File: src/rtl/ninja_round_ctrl.sv
// ninja_round_ctrl: round scheduler for the reflex game.
// Alternates GAP/PROMPT phases of HALF_PERIOD cycles, lights one target per
// prompt from an 8-bit LFSR, judges presses and ends the game on round or
// error limits. All outputs are registered alongside the state.
//
// state  | meaning
// IDLE   | waiting for switch=1, counters hold the last game
// GAP    | dark phase, any new press is an early error
// PROMPT | one target lit, first press or timeout ends the phase
// OVER   | game finished, waits for switch=0
module ninja_round_ctrl #(
  parameter int unsigned HALF_PERIOD = 125000000,
  parameter int unsigned MAX_ROUNDS  = 15,
  parameter int unsigned MAX_WRONG   = 3,
  parameter logic [7:0]  LFSR_SEED   = 8'hA5
) (
  input  logic       clk,
  input  logic       rst_n,
  input  logic       switch,
  input  logic [3:0] btn,
  output logic [3:0] target,
  output logic       phase,
  output logic [3:0] round,
  output logic [3:0] score,
  output logic [2:0] wrong_time,
  output logic       game_over,
  output logic       busy
);

  typedef enum logic [1:0] {
    S_IDLE   = 2'd0,
    S_GAP    = 2'd1,
    S_PROMPT = 2'd2,
    S_OVER   = 2'd3
  } state_t;

  localparam logic [31:0] HP_LAST = 32'(HALF_PERIOD - 1);
  localparam logic [3:0]  MR      = MAX_ROUNDS[3:0];
  localparam logic [2:0]  MW      = MAX_WRONG[2:0];

  state_t      r_state;
  logic [31:0] r_cnt;
  logic [3:0]  r_btn_q;
  logic [7:0]  r_lfsr;
  logic [3:0]  r_target;
  logic        r_phase;
  logic [3:0]  r_round;
  logic [3:0]  r_score;
  logic [2:0]  r_wrong;
  logic        r_over;
  logic        r_busy;

  logic [3:0]  w_press;
  logic        w_press_any;
  logic        w_hit;
  logic        w_cnt_done;
  logic [2:0]  w_wrong_inc;
  logic        w_wrong_max;
  logic [3:0]  w_round_inc;
  logic        w_round_max;
  logic [3:0]  w_onehot;
  logic [7:0]  w_lfsr_next;

  // Press edges, saturating next-count values and the next LFSR word
  always_comb begin
    w_press     = btn & ~r_btn_q;
    w_press_any = |w_press;
    w_hit       = w_press_any && (w_press == r_target);
    w_cnt_done  = (r_cnt == HP_LAST);
    w_wrong_inc = (r_wrong < MW) ? r_wrong + 3'd1 : r_wrong;
    w_wrong_max = (w_wrong_inc == MW);
    w_round_inc = (r_round < MR) ? r_round + 4'd1 : r_round;
    w_round_max = (w_round_inc == MR);
    w_onehot    = 4'b0001 << r_lfsr[1:0];
    w_lfsr_next = {r_lfsr[6:0], r_lfsr[7] ^ r_lfsr[5] ^ r_lfsr[4] ^ r_lfsr[3]};
  end

  // Game sequencer: state, phase timer, counters and registered outputs
  always_ff @(posedge clk or negedge rst_n) begin
    if (!rst_n) begin
      r_state  <= S_IDLE;
      r_cnt    <= '0;
      r_btn_q  <= '0;
      r_lfsr   <= LFSR_SEED;
      r_target <= '0;
      r_phase  <= 1'b0;
      r_round  <= '0;
      r_score  <= '0;
      r_wrong  <= '0;
      r_over   <= 1'b0;
      r_busy   <= 1'b0;
    end else begin
      r_btn_q <= btn;
      case (r_state)
        S_IDLE: begin
          if (switch) begin
            r_round <= '0;
            r_score <= '0;
            r_wrong <= '0;
            r_cnt   <= '0;
            r_busy  <= 1'b1;
            r_state <= S_GAP;
          end
        end
        S_GAP: begin
          if (!switch) begin
            r_cnt   <= '0;
            r_busy  <= 1'b0;
            r_state <= S_IDLE;
          end else if (w_press_any && w_wrong_max) begin
            // the early press that reaches the error limit wins over a timeout
            r_wrong <= w_wrong_inc;
            r_cnt   <= '0;
            r_busy  <= 1'b0;
            r_over  <= 1'b1;
            r_state <= S_OVER;
          end else begin
            if (w_press_any) r_wrong <= w_wrong_inc;
            if (w_cnt_done) begin
              r_cnt    <= '0;
              r_target <= w_onehot;
              r_phase  <= 1'b1;
              r_lfsr   <= w_lfsr_next;
              r_state  <= S_PROMPT;
            end else begin
              r_cnt <= r_cnt + 32'd1;
            end
          end
        end
        S_PROMPT: begin
          if (!switch) begin
            r_cnt    <= '0;
            r_target <= '0;
            r_phase  <= 1'b0;
            r_busy   <= 1'b0;
            r_state  <= S_IDLE;
          end else if (w_press_any || w_cnt_done) begin
            // a press on the timeout cycle is judged as a press
            r_round  <= w_round_inc;
            r_cnt    <= '0;
            r_target <= '0;
            r_phase  <= 1'b0;
            if (w_hit) r_score <= r_score + 4'd1;
            else       r_wrong <= w_wrong_inc;
            if (w_round_max || (!w_hit && w_wrong_max)) begin
              r_busy  <= 1'b0;
              r_over  <= 1'b1;
              r_state <= S_OVER;
            end else begin
              r_state <= S_GAP;
            end
          end else begin
            r_cnt <= r_cnt + 32'd1;
          end
        end
        S_OVER: begin
          if (!switch) begin
            r_over  <= 1'b0;
            r_state <= S_IDLE;
          end
        end
        default: r_state <= S_IDLE;
      endcase
    end
  end

  assign target     = r_target;
  assign phase      = r_phase;
  assign round      = r_round;
  assign score      = r_score;
  assign wrong_time = r_wrong;
  assign game_over  = r_over;
  assign busy       = r_busy;

endmodule

File: config.mk
export PLATFORM = sky130hd
export DESIGN_NAME = ninja_round_ctrl
export DESIGN_NICKNAME = d
export VERILOG_FILES = /design/src/rtl/ninja_round_ctrl.sv
export SDC_FILE = /design/constraint.sdc
export NUM_CORES = 1
export LEC_CHECK = 0
export CORE_AREA = 2 2 87 89
export CTS_BUF_LIST = sky130_fd_sc_hd__clkbuf_8
export CTS_CLUSTER_DIAMETER = 50
export DETAILED_ROUTE_END_ITERATION = 10
export DIE_AREA = 0 0 89 91
export GPL_TIMING_DRIVEN = 0
export PLACE_DENSITY = 0.73
export SYNTH_ARGS = -nofsm -noshare
export SYNTH_HDL_FRONTEND = slang
export SYNTH_SLANG_ARGS = --single-unit
File: constraint.sdc
create_clock -name clk -period 3.4 [get_ports clk]
set_input_delay 0.68 -clock clk [delete_from_list [all_inputs] [get_ports clk]]
set_output_delay 0.68 -clock clk [all_outputs]
set_load 0.005 [all_outputs]
* Word-level counts from Yosys, hierarchy flattened
Index checks and enable logic that the tools add are counted.
Word-level totals: flip-flop bits (word level) 64, input bits 7, output and inout port bits 18, word-level logic and storage cells 128
Operators by class: add/sub/neg operators 4, $lt $le $gt $ge 2, equality and inequality tests 23, shift-type cells 1, mux-type cells 60, bitwise logic cells 6, reductions and logical operators 21
Operator list (count):
- $mux W32 | 6
- $pmux W32 S3 | 1
- $mux W4 | 12
- $add A32 B1 Y32 const B | 1
- $eq A32 B27 Y1 const B | 1
- $mux W3 | 8
- $pmux W4 S2 | 3
- $ne A2 B2 Y1 const B | 11
- $mux W1 | 17
- $mux W2 | 8
- $reduce_and A5 Y1 | 3
- $reduce_and A7 Y1 | 2
- $ne A3 B3 Y1 const B | 4
- $reduce_and A4 Y1 | 3
- $pmux W3 S3 | 1
- $add A4 B1 Y4 const B | 2
- $pmux W2 S4 | 1
- $pmux W1 S3 | 2
- $reduce_bool A3 Y1 | 2
- $and A4 B4 Y4 | 1
- $eq A2 B2 Y1 const B | 2
- $eq A4 B4 Y1 | 1
- $eq A4 B4 Y1 const B | 1
- $lt A4 B4 Y1 const B | 1
- 17 further kinds | 23

* Depth between registers and ports, before layout
depth in word-level cells 11, mapped depth 8, mapped depth without buffers 7

* Worst setup path after synthesis
OpenSTA, ideal clock, no wires.
path kind input to register, from input port btn[2], to register r_cnt[21], arrival time 2678 ps, setup slack 653 ps, cell stages on the path 6, path buffers 0, cell sequence nor2b_1 > nor4_2 > o21ai_0 > a211oi_2 > or3b_2 > nand3_1
Between the ends: word-level cells in the longest chain between the ends 6, elaborated cells between the ends (all ways) 9, classes of those cells mux (5); bitwise (1); reduce/logical (3)
RTL lines:
- start: declaration | line 20 | input logic [3:0] btn,
- $and A4 B4 Y4 (*) | line 66 | w_press = btn & ~r_btn_q;
- $reduce_or A4 Y1 (*) | line 67 | w_press_any = |w_press;
- $logic_or A1 B1 Y1 or $logic_and A1 B1 Y1 (tied branches) | line 137, 110
- $mux W32, on equally long branches | line 137, 110
- $mux W32, on equally long branches | line 131, 106
- $pmux W32 S3 (*) | line 94 | case (r_state)
- end signal: assignment | line 126 | r_cnt <= r_cnt + 32'd1;
- end signal: assignment | line 153 | r_cnt <= r_cnt + 32'd1;
- end: declaration | line 42 | logic [31:0] r_cnt;
Every way passes the cells marked *; elsewhere a longest branch is shown, timed or not. A chain may end at the register's enable or synchronous reset.

* Worst setup path after layout
from input port btn[2], to register r_cnt[15]
Same word-level chain as after synthesis.

==> results.cfg <==
[place]
hpwl_mm = 6.56
port_buffers = 24
place_ws_ns = -0.533
place_area_um2 = 4180
dp_cells = 540
gp_congestion = 0.911

[critical_path]
crit_chain = clkdlybuf4s50_1, nor2b_1, nor4_4, o21ai_0, a211oi_4, clkbuf_2, o211ai_1, nand3_1
crit_path_max_fanout = 10
crit_path_start_kind = input pin
critPathArrivalTime_ns = 3.47
regToRegSetupSlack_ns = 0.36
slowest_stage = a211oi_4
crit_path_end_kind = flop
max_stage_delay_ns = 0.63
cp.required_ns = 3.69
path_class = input pin to flop

[worst_hold_path]
hold_class = input pin to async pin

[power_and_ir_drop]
pwr-share-seq_pct = 34.0
max-vdd-ir-drop_v = 0.000288
sw_frac_of_total_pct = 39.2
p_sw_w = 0.00103
power_density_nw_per_um2 = 593
power.leakage_nw = 1.83
power.internal_w = 0.00160
pwr-share-clk_pct = 29.0
finalPower_w = 0.00263
comb_power_share_pct = 37.1

[synth]
ys_types = 66
synthMuxAreaShare_pct = 4.95
yosysWarnings = 0
synth-edff-count = 0
syn_inst = 417
synth_simple_gate_area_share_pct = 26.1
synth.avg_cell_area_um2 = 9.16
synthXorXnorAreaFrac_pct = 2.06
syn_nets = 433
synth_area_um2 = 3820
synth_top_family_by_area = simple AND/OR/NAND/NOR gates
yosys.area.top_type = dfrtp_1
ys.flop_type = dfrtp_1
synthAdderAreaFrac_pct = 2.95
ys_seq_elements = 64
synth_compound_area_share_pct = 18.7
ys_seq_area_share_pct = 42.1
synth_top_area_share_pct = 39.3
synth_area_leaders = dfrtp_1, nand2_1, mux2_2, nand3_1, ha_1
async_flop_share_pct = 100

[global_route]
grtUsageTotal_pct = 24.9
grt_pass1_wl_mm = 15.9
grt_pass1_vias = 3281
grt_antenna_before_repair = 0
grt-ovfl-total = 0
grt_max_degree = 65

[cts]
cts_buffer_depth = 2
insertion_delay_ns = 0.35
cts_root_buf = clkbuf_8
clkTransAtPathRegs_ns = 0.08
cts_made_buffers = 9
cts_tree = yes
cts_sinks = 64
htreeDepth = 3

[run]
max-cap-violations = 0

[routing]
ant_nets = 0
drc = 0
vias = 3435
drtIter0Drc = 255
drt-total-wl_mm = 9.58
viasPerCell = 6.16
firstDrtPassIters = 5
wl_per_cell_um = 17.2

[timing]
hold_viol = 0
timing.fmax_ghz = 0.315
finClkSkew_ns = 0.00805
final.setup.worst_slack_ns = 0.222
slew_headroom_pct = 45.8
setup_violations = 0
final.min_clock_period_ns = 3.18
setup_tns_ns = 0
finalMaxSlewViolations = 0
rsz0062_at_grt = false
worstMarginPinSlew_ns = 0.804
period_share_pct = 93.5

[floorplan]
die_x_um = 89
initial_core_util_pct = 53.5
core_area_um2 = 7140
ios = 25
placementRows = 31
die_height_um = 91
dieArea_um2 = 8100

[cells_and_area]
finalNetCount = 470
finalNonFillerCells = 558
num_antenna_cells = 0
area_growth_pct = 16.4
finish.instance_area_um2 = 4450
drive_gt1_share_pct = 13.3

[status]
status = finished, final reports clean
## cells in the mapped netlist, types with 3 or more instances
cell / number
nand3_1: 32
or3_1: 3
o31a_1: 4
o211ai_1: 7
inv_1: 14
nand2_1: 56
and3_1: 10
nor2b_1: 4
ha_1: 9
nand3b_1: 4
nor4_1: 7
a31oi_1: 17
or4_1: 4
dfrtp_1: 60
a21oi_1: 17
nor2_1: 22
a22oi_1: 3
mux2_2: 15
nand2b_1: 6
xnor2_1: 8
dfstp_2: 4
nand4_1: 9
clkbuf_1: 13
a22o_1: 5
o21ai_0: 13
or2_2: 3
nor3_1: 16
nor4b_1: 3
## power by group through the flow
stage	clock network [W]	logic (W)	registers, W
floorplan	0	0.000622	0.000896
global placement	0	0.000911	0.000906
detailed placement	0	0.000926	0.000909
CTS	0.000767	0.000957	0.000894
global route	0.000805	0.00107	0.000904
finish	0.000764	0.000977	0.000895
## metal layers
metal,track usage (%),wire length (um),vias up
met2,40.5,4780,106
met1,33.1,4110,1683
met3,5.00,529,15
met5,0,0,-
met4,7.71,170,0
li1,-,-,1631
## kinds of logic (layout without fill, tap and decap cells)
group           count (synthesis)  after routing
simple gates                  192            192
compound gates                 96             96
flops                          64             64
buf+inv                        30             72
mux                            17             17
fa+ha+maj                       9              9
xor+xnor                        9              9
## worst max-delay path: cells and delay by family
family | cells | cell delay, ns
AND/OR/NAND/NOR | 3 | 0.82
AO/OA/AOI/OAI | 3 | 1.19
buffers and inverters | 2 | 0.78
## what timing repair did
| action | in CTS | in global routing |
|---|---|---|
| resized for setup | 3 | 4 |
| pin swaps | 0 | 1 |
| hold buffers | 0 | 0 |
| endpoints found under the setup margin | 25 | 22 |
| setup buffers | 0 | 2 |
## state kept, by name, indices dropped and copies added (netlist names)
signal and flops:
target 4, phase 1, r_state 2, r_cnt 32, busy 1, score 4, wrong_time 3, r_lfsr 8
game_over 1, r_btn_q 4, round 4
## per-stage QoR
step / util (%) / hold slack [ns]
finish: 62.3 / 0.416
global route: 62.3 / 0.493
CTS: 62.1 / 0.453
detailed placement: 58.6 / 0.494
global placement: 58.6 / 0.480
floorplan: - / 0.384
## area by class of cell
class | instances | area, um2
inverters | 14 | 52.6
plain buffers | 16 | 72.6
clock inverters | 7 | 101
well taps | 99 | 124
clock buffers | 9 | 124
flip-flops and latches | 64 | 1610
repair buffers | 26 | 253
multi-input cells | 323 | 2110
fillers | 632 | 2690
## placed cells by master (no fill, tap or decap), types with 4 or more instances in the layout
cell and n:
xnor2_1 8, dfstp_2 4, nand2_1 56, nand4_1 9
a22o_1 5, nand2b_1 6, nor2_1 22, a21oi_1 17
nand3b_1 4, ha_1 9, clkbuf_1 11, mux2_2 15
clkdlybuf4s50_1 23, nor4_1 7, nor2b_1 4, nor3_1 16
a31oi_1 17, inv_1 14, dfrtp_1 60, o21ai_0 13
and3_1 10, nand3_1 32, o211ai_1 7, o31a_1 4
or4_1 4, clkbuf_8 9
## path summary, 6_finish.rpt
path / startpoint / end / cells past startpoint
max: btn[2] / r_cnt[15] / 8
min reg2reg: r_lfsr[6] / r_lfsr[7] / 1
min in group clk: r_lfsr[6] / r_lfsr[7] / 1
max in group asynchronous: rst_n / r_cnt[4] / 1
max reg2reg: r_cnt[6] / busy / 7
min: rst_n / round[0] / 1
No activity file was read; power rests on OpenSTA's default activity.
